==> src/rtl/btn_reader.sv <==
// btn_reader: synchronizes, debounces and edge-detects board push-buttons, adding long-hold and auto-repeat pulses.
//   clk, rst (async, active-high) | btn_in: raw pins | pressed: debounced level (1 = pressed)
//   press_pulse/release_pulse: one cycle on pressed edges | hold_pulse: press lasted HOLD_CYCLES
//   rpt_pulse: every REPEAT_CYCLES once the hold point is passed
module btn_reader #(
  parameter int WIDTH           = 2,
  parameter int ACTIVE_LOW      = 1,
  parameter int DEBOUNCE_CYCLES = 1000000,
  parameter int HOLD_CYCLES     = 25000000,
  parameter int REPEAT_CYCLES   = 5000000
) (
  input  logic             clk,
  input  logic             rst,
  input  logic [WIDTH-1:0] btn_in,
  output logic [WIDTH-1:0] pressed,
  output logic [WIDTH-1:0] press_pulse,
  output logic [WIDTH-1:0] release_pulse,
  output logic [WIDTH-1:0] hold_pulse,
  output logic [WIDTH-1:0] rpt_pulse
);
  localparam int DW = $clog2(DEBOUNCE_CYCLES + 1);
  localparam int HW = $clog2(HOLD_CYCLES + 1);
  localparam int RW = $clog2(REPEAT_CYCLES + 1);
  localparam logic [DW-1:0] DEB_LAST = DW'(DEBOUNCE_CYCLES - 1);
  localparam logic [HW-1:0] HOLD_LAST = HW'(HOLD_CYCLES - 1);
  localparam logic [RW-1:0] RPT_LAST = RW'(REPEAT_CYCLES - 1);
  localparam logic INACT = (ACTIVE_LOW != 0);
  typedef enum logic [1:0] {IDLE, PRESS, HELD} state_t;
  for (genvar i = 0; i < WIDTH; i++) begin : g_ch
    logic sync1_q, sync2_q, level, deb_done;
    logic pressed_q, pressed_d, press_pulse_q, release_pulse_q;
    logic hold_pulse_q, hold_pulse_d, rpt_pulse_q, rpt_pulse_d;
    logic [DW-1:0] deb_cnt_q, deb_cnt_d;
    logic [HW-1:0] hold_cnt_q, hold_cnt_d;
    logic [RW-1:0] rpt_cnt_q, rpt_cnt_d;
    state_t state_q, state_d;
    always_comb begin
      level = sync2_q ^ INACT;
      deb_done = (level != pressed_q) && (deb_cnt_q == DEB_LAST);
      pressed_d = deb_done ? level : pressed_q;
      // any sample agreeing with the stable state discards the partial count
      deb_cnt_d = (level == pressed_q || deb_done) ? '0 : deb_cnt_q + DW'(1);
    end
    // the hold machine follows pressed_d so that no hold/repeat pulse can
    // coincide with the release edge
    always_comb begin
      state_d = state_q;
      hold_cnt_d = hold_cnt_q;
      rpt_cnt_d = rpt_cnt_q;
      hold_pulse_d = 1'b0;
      rpt_pulse_d = 1'b0;
      if (!pressed_d) begin
        state_d = IDLE;
        hold_cnt_d = '0;
        rpt_cnt_d = '0;
      end else if (state_q == IDLE) begin
        state_d = PRESS;
        hold_cnt_d = '0;
      end else if (state_q == PRESS) begin
        hold_pulse_d = (hold_cnt_q == HOLD_LAST);
        state_d = hold_pulse_d ? HELD : PRESS;
        hold_cnt_d = hold_pulse_d ? '0 : hold_cnt_q + HW'(1);
        rpt_cnt_d = '0;
      end else begin
        rpt_pulse_d = (rpt_cnt_q == RPT_LAST);
        rpt_cnt_d = rpt_pulse_d ? '0 : rpt_cnt_q + RW'(1);
      end
    end
    always_ff @(posedge clk or posedge rst) begin
      if (rst) begin
        sync1_q <= INACT;
        sync2_q <= INACT;
        pressed_q <= 1'b0;
        press_pulse_q <= 1'b0;
        release_pulse_q <= 1'b0;
        hold_pulse_q <= 1'b0;
        rpt_pulse_q <= 1'b0;
        deb_cnt_q <= '0;
        hold_cnt_q <= '0;
        rpt_cnt_q <= '0;
        state_q <= IDLE;
      end else begin
        sync1_q <= btn_in[i];
        sync2_q <= sync1_q;
        pressed_q <= pressed_d;
        press_pulse_q <= pressed_d & ~pressed_q;
        release_pulse_q <= ~pressed_d & pressed_q;
        hold_pulse_q <= hold_pulse_d;
        rpt_pulse_q <= rpt_pulse_d;
        deb_cnt_q <= deb_cnt_d;
        hold_cnt_q <= hold_cnt_d;
        rpt_cnt_q <= rpt_cnt_d;
        state_q <= state_d;
      end
    end
    assign pressed[i] = pressed_q;
    assign press_pulse[i] = press_pulse_q;
    assign release_pulse[i] = release_pulse_q;
    assign hold_pulse[i] = hold_pulse_q;
    assign rpt_pulse[i] = rpt_pulse_q;
  end
endmodule

==> config.mk <==
export PLATFORM = sky130hd
export DESIGN_NAME = btn_reader
export DESIGN_NICKNAME = d
export VERILOG_FILES = /design/src/rtl/btn_reader.sv
export SDC_FILE = /design/constraint.sdc
export NUM_CORES = 1
export LEC_CHECK = 0
export ABC_AREA = 1
export BUFFER_PORTS_ARGS = -buffer_cell sky130_fd_sc_hd__buf_2
export CAP_MARGIN = 5
export CORE_ASPECT_RATIO = 0.75
export CORE_MARGIN = 4
export CORE_UTILIZATION = 41
export DETAILED_ROUTE_END_ITERATION = 10
export PLACE_DENSITY_LB_ADDON = 0.2
export SYNTH_ARGS = -nofsm -noshare
export SYNTH_HDL_FRONTEND = slang
export SYNTH_SLANG_ARGS = --single-unit
==> constraint.sdc <==
create_clock -name clk -period 5.4 [get_ports clk]
set_input_delay 0.54 -clock clk [delete_from_list [all_inputs] [get_ports clk]]
set_output_delay 0.54 -clock clk [all_outputs]
set_load 0.01 [all_outputs]
# ---- After elaboration in Yosys (flattened, before gate mapping)
# Cells that the tools add are included.
dict set report totals {
  reg_bits 154
  wordCells 100
  input_bits 4
  output_inout_bits 10
}
dict set report op_classes {
  n_reduce_logical 6
  n_addsub 6
  bitwise_logic 10
  mux 40
  n_eq_ne 16
}
# op n
set ops {}
lappend ops {{25-bit 2-to-1 mux} 8}
lappend ops {{23-bit 2-to-1 mux} 8}
lappend ops {{25-bit by 1-bit adder with 25-bit output (second input constant)} 2}
lappend ops {{25-bit equality test (second input constant)} 2}
lappend ops {{23-bit by 1-bit adder with 23-bit output (second input constant)} 2}
lappend ops {{23-bit equality test (second input constant)} 2}
lappend ops {{20-bit by 1-bit adder with 20-bit output (second input constant)} 2}
lappend ops {{20-bit equality test (second input constant)} 2}
lappend ops {{20-bit 2-to-1 mux} 2}
lappend ops {{2-bit 2-to-1 mux} 8}
lappend ops {{1-bit 2-to-1 mux} 14}
lappend ops {{3-bit by 1-bit inequality test with 1-bit output (second input constant)} 2}
lappend ops {{1-bit inverter} 6}
lappend ops {{1-bit AND} 4}
lappend ops {{2-bit by 1-bit equality test with 1-bit output (second input constant)} 2}
lappend ops {{2-bit zero test} 2}
lappend ops {{2-bit inequality test (second input constant)} 2}
lappend ops {{1-bit equality test} 2}
lappend ops {{1-bit logical AND} 2}
lappend ops {{1-bit logical OR} 2}
lappend ops {{1-bit inequality test} 2}

# ---- Longest topological paths before layout
dict set report depth {
  depth_word 6
  ltp_mapped 12
  depth_no_buf 11
}

# ---- Worst setup path after synthesis
# OpenSTA, ideal clock, no wires.
dict set report synth_path {
  kind {reg2reg}
  from {register g_ch[1].hold_cnt_q[0]}
  to {register g_ch[1].hold_cnt_q[14]}
  path_slack_ns 3.774
  n_path_buf 0
  setup_ns 0.121
  period_less_slack_ns 1.626
  t_required_ns 5.279
  stages_incl_launch_ff 10
  t_arrival_ns 1.505
  cell_sequence {dfrtp_1 > ha_1 > nand2_1 > nor2_1 > nand2_1 > nor2_1 > xor2_1 > inv_1 > nand2_1 > o21ai_2}
}
dict set report synth_between {
  elab_chain_cells 5
  elab_cells_between_ends 6
  cone_classes {1 x add/sub; 1 x eq/ne; 4 x mux}
}
# element line_no
set synth_lines {}
lappend synth_lines {{from (decl)} 34} ;# logic [HW-1:0] hold_cnt_q, hold_cnt_d;
lappend synth_lines {{from (signal assigned)} 91} ;# hold_cnt_q <= hold_cnt_d;
lappend synth_lines {{25-bit by 1-bit adder with 25-bit output or 25-bit equality test (tied branches)} {62, 60}}
lappend synth_lines {{25-bit 2-to-1 mux *} 62} ;# hold_cnt_d = hold_pulse_d ? '0 : hold_cnt_q + HW'(1);
lappend synth_lines {{25-bit 2-to-1 mux *} 59} ;# end else if (state_q == PRESS) begin
lappend synth_lines {{25-bit 2-to-1 mux *} 56} ;# end else if (state_q == IDLE) begin
lappend synth_lines {{25-bit 2-to-1 mux *} 52} ;# if (!pressed_d) begin
# Mark *: on every way between the ends. The rest lies on a longest branch, timed or not. The select of a mux whose other input is x is not followed.
# A chain may end at the register's enable or synchronous reset.

# ---- Final worst setup path
dict set report layout_path {
  from {register g_ch[1].deb_cnt_q[0]}
  to {register g_ch[1].rpt_cnt_q[17]}
}
dict set report layout_between {
  elab_chain_cells 4
  elab_cells_between_ends 5
  cone_classes {2 x eq/ne; 2 x mux; 1 x reduce/logical}
}
# element line_no
set layout_lines {}
lappend layout_lines {{from (decl)} 33} ;# logic [DW-1:0] deb_cnt_q, deb_cnt_d;
lappend layout_lines {{from (signal assigned)} 90} ;# deb_cnt_q <= deb_cnt_d;
lappend layout_lines {{20-bit equality test *} 39} ;# deb_done = (level != pressed_q) && (deb_cnt_q == DEB_LAST);
lappend layout_lines {{1-bit logical AND *} 39}
lappend layout_lines {{1-bit 2-to-1 mux *} 40} ;# pressed_d = deb_done ? level : pressed_q;
lappend layout_lines {{2-bit inequality test (no line) or 23-bit 2-to-1 mux (tied branches)} --}
lappend layout_lines {{to (signal assigned)} 92} ;# rpt_cnt_q <= rpt_cnt_d;
lappend layout_lines {{to (decl)} 35} ;# logic [RW-1:0] rpt_cnt_q, rpt_cnt_d;
# Mark *: on every way between the ends. The rest lies on a longest branch, timed or not.

==> results.ini <==
[place]
portBuffers = 13
dp_hpwl_um = 15900
post-place-cells = 1575
globalplace.congestion = 0.930

[global_route]
overflow = 0
grt_pass1_wl_um = 38100
grt_usage_pct = 17.8
grt_max_degree = 113
antenna_found_initial = 0
grt_pass1_vias = 7579

[worst_setup_path]
cp_slowest_stage_delay_ps = 380
worst_setup_path_start_kind = flop
path_buf_inv = 2
path_cells = ha_1 -> nand2_2 -> nor2_4 -> inv_1 -> nor2_1 -> nand4_1 -> nand2_1 -> buf_4 -> nand3_1 -> o21ai_0
critPathTopFamily = simple AND/OR/NAND/NOR gates
cp.depth = 10
required_ps = 5750
reg2reg_depth = 10
endpoint_kind = flop
crit_type = flop to flop
worst_ep_arrival_time_ps = 2620
cp_slowest_cell = dfrtp_1
crit_fanout = 39

[power_and_ir_drop]
finalPower_uw = 2340
leakagePower_uw = 0.00430
ir_worst_vdd_mv = 0.222
power_density_nw_per_um2 = 227

[cts]
cts-root-buf = clkbuf_16
holdBufCountCts = 0
cts_sinks = 154
insertion_delay_ps = 440
cts_resized = 0
h-tree-depth = 4
clk_path_buf_depth = 2
cts.clk_slew.worst_paths_ps = 70
cts_setup_buffers = 0
cts_made_buffers = 17
cts_tree = yes

[synthesis]
ys_seq_elements = 154
synth_area_per_cell_um2 = 7.35
syn_nets = 1303
synth_mux_area_share_pct = 0
synthAdderAreaFrac_pct = 0.790
synth-simple-area-share_pct = 36.4
synth-compound-area-share_pct = 7.95
syn_inst = 1293
synth_xor_xnor_area_share_pct = 5.99
yosysSeqAreaShare_pct = 40.6
yosysWarnings = 0
synth_top_family_by_area = simple AND/OR/NAND/NOR gates
yosys.cell_types.count = 42
synth_area_um2 = 9510

[run]
drv_cap = 0

[die]
rows = 47
initial_core_util_pct = 42.4
dieHeight_um = 140
die_w_um = 184
dieArea_um2 = 25700
core_area_um2 = 22400
io_pins = 14

[timing]
min_period_ps = 2270
whs_ps = 198
relSlewSlack_pct = 30.6
finalHoldViolations = 0
max_slew.worst_pin.slew_ps = 1040
fmaxAchievable_mhz = 440
tns_ps = 0
maxSlewViolCount = 0
period_share_pct = 42.1
fin_skew_ps = 12.9
setup_viol = 0
rsz0062_at_grt = no

[final_layout]
layout.cells.non_filler = 1607
drive_gt1_share_pct = 10.1
final_cell_mix = nand2_1 (307), nor2_1 (195), dfrtp_1 (150), inv_1 (143), nand3_1 (121)
layout_commonest_cell = nand2_1
area_delta_synth_final_pct = 8.31
antenna_cells = 0
multi_input_comb_area_um2 = 4860
fillCellCount = 2234
register_area_um2 = 3860
nets = 1310

[detailed_routing]
wirelength_um = 22400
viasPerCell = 5.22
wl_per_cell_um = 14.0
first_iter_violations = 735
num_vias = 8389
drc = 0
drt-pass1-iter-count = 5
ant_nets = 0

[outcome]
outcome = finished clean

[min_path]
min_path_type = primary input to flop
min_path_cells = 1

==> cells by family after synthesis <==
family / after synthesis
buffers and inverters: 180
AND/OR/NAND/NOR: 764
adder cells (fa/ha/maj): 6
flip-flops: 154
AO/OA/AOI/OAI: 124
XOR/XNOR: 65
==> synthesized netlist by cell type, drive strengths merged <==
cell type,number,area (um2)
a31o,2,17.5
o21ai,86,524
inv,151,567
o22ai,8,50.1
xnor2,15,131
o21bai,2,15.0
nor3,38,205
ha,6,75.1
dfrtp,150,3750
a211oi,3,22.5
nand4,48,300
o21a,2,15.0
xor2,50,438
a21o,1,7.51
nand3,133,741
buf,26,213
a31oi,3,18.8
clkbuf,3,11.3
nand3b,2,15.0
a21oi,17,85.1
nor4,3,18.8
dfstp,4,105
nor2,214,893
nor3b,5,37.5
nand2,317,1220
and3,1,6.26
or2,3,18.8
==> worst reg2reg max path, cell delays in order (launching register included) <==
cell and delay (ps):
dfrtp_1 380, ha_1 190, nand2_2 80, nor2_4 120, inv_1 60, nor2_1 120, nand4_1 100, nand2_1 80
buf_4 370, nand3_1 400, o21ai_0 280
==> cell type report <==
type                            instances  area share (%)
Clock buffer                           18            4.17
Timing Repair Buffer                   17           0.924
Tap cell                              294            3.57
Sequential cell                       154            37.5
Clock inverter                         14            1.13
Inverter                              151            5.55
Multi-Input combinational cell        959            47.2
==> path summary, 6_finish.rpt <==
path / from / endpoint / slack [ps]
setup reg to reg: g_ch[1].deb_cnt_q[0] / g_ch[1].rpt_cnt_q[17] / 3130
setup / recovery: g_ch[1].deb_cnt_q[0] / g_ch[1].rpt_cnt_q[17] / 3130
hold reg to reg: g_ch[0].sync1_q / g_ch[0].sync2_q / 360
max in group asynchronous: rst / g_ch[1].hold_cnt_q[20] / 3900
hold / removal: btn_in[0] / g_ch[0].sync1_q / 200
min in group asynchronous: rst / g_ch[0].hold_cnt_q[3] / 350
==> metal layers <==
| metal | track usage (%) | wire [um] |
|---|---|---|
| met1 | 27.9 | 11700 |
| met2 | 24.7 | 9220 |
| met3 | 4.57 | 1250 |
| met4 | 3.70 | 231 |
| met5 | 0 | 0 |
==> stage by stage <==
step / utilization, % / area [um2] / setup WS (ps)
floorplan: - / 9510 / 717
CTS: 45.9 / 10300 / 3110
global placement: 43.5 / 9750 / 3210
detailed placement: 43.5 / 9750 / 3150
global route: 45.9 / 10300 / 2860
finish: 45.9 / 10300 / 3130
==> sequential cells by signal, summed over array words and instances, names as in the netlist, 4 cells and up <==
signal	cells
g_ch.deb_cnt_q	40
g_ch.hold_cnt_q	50
g_ch.rpt_cnt_q	46
g_ch.state_q	4
==> power by group <==
group	switching, uW	total (uW)	leakage [uW]	internal [uW]
logic	32.6	39.3	0.00190	6.65
clock network	535	1130	0.000266	599
registers	4.31	1160	0.00213	1160
Power figures use the tool's default switching activity.
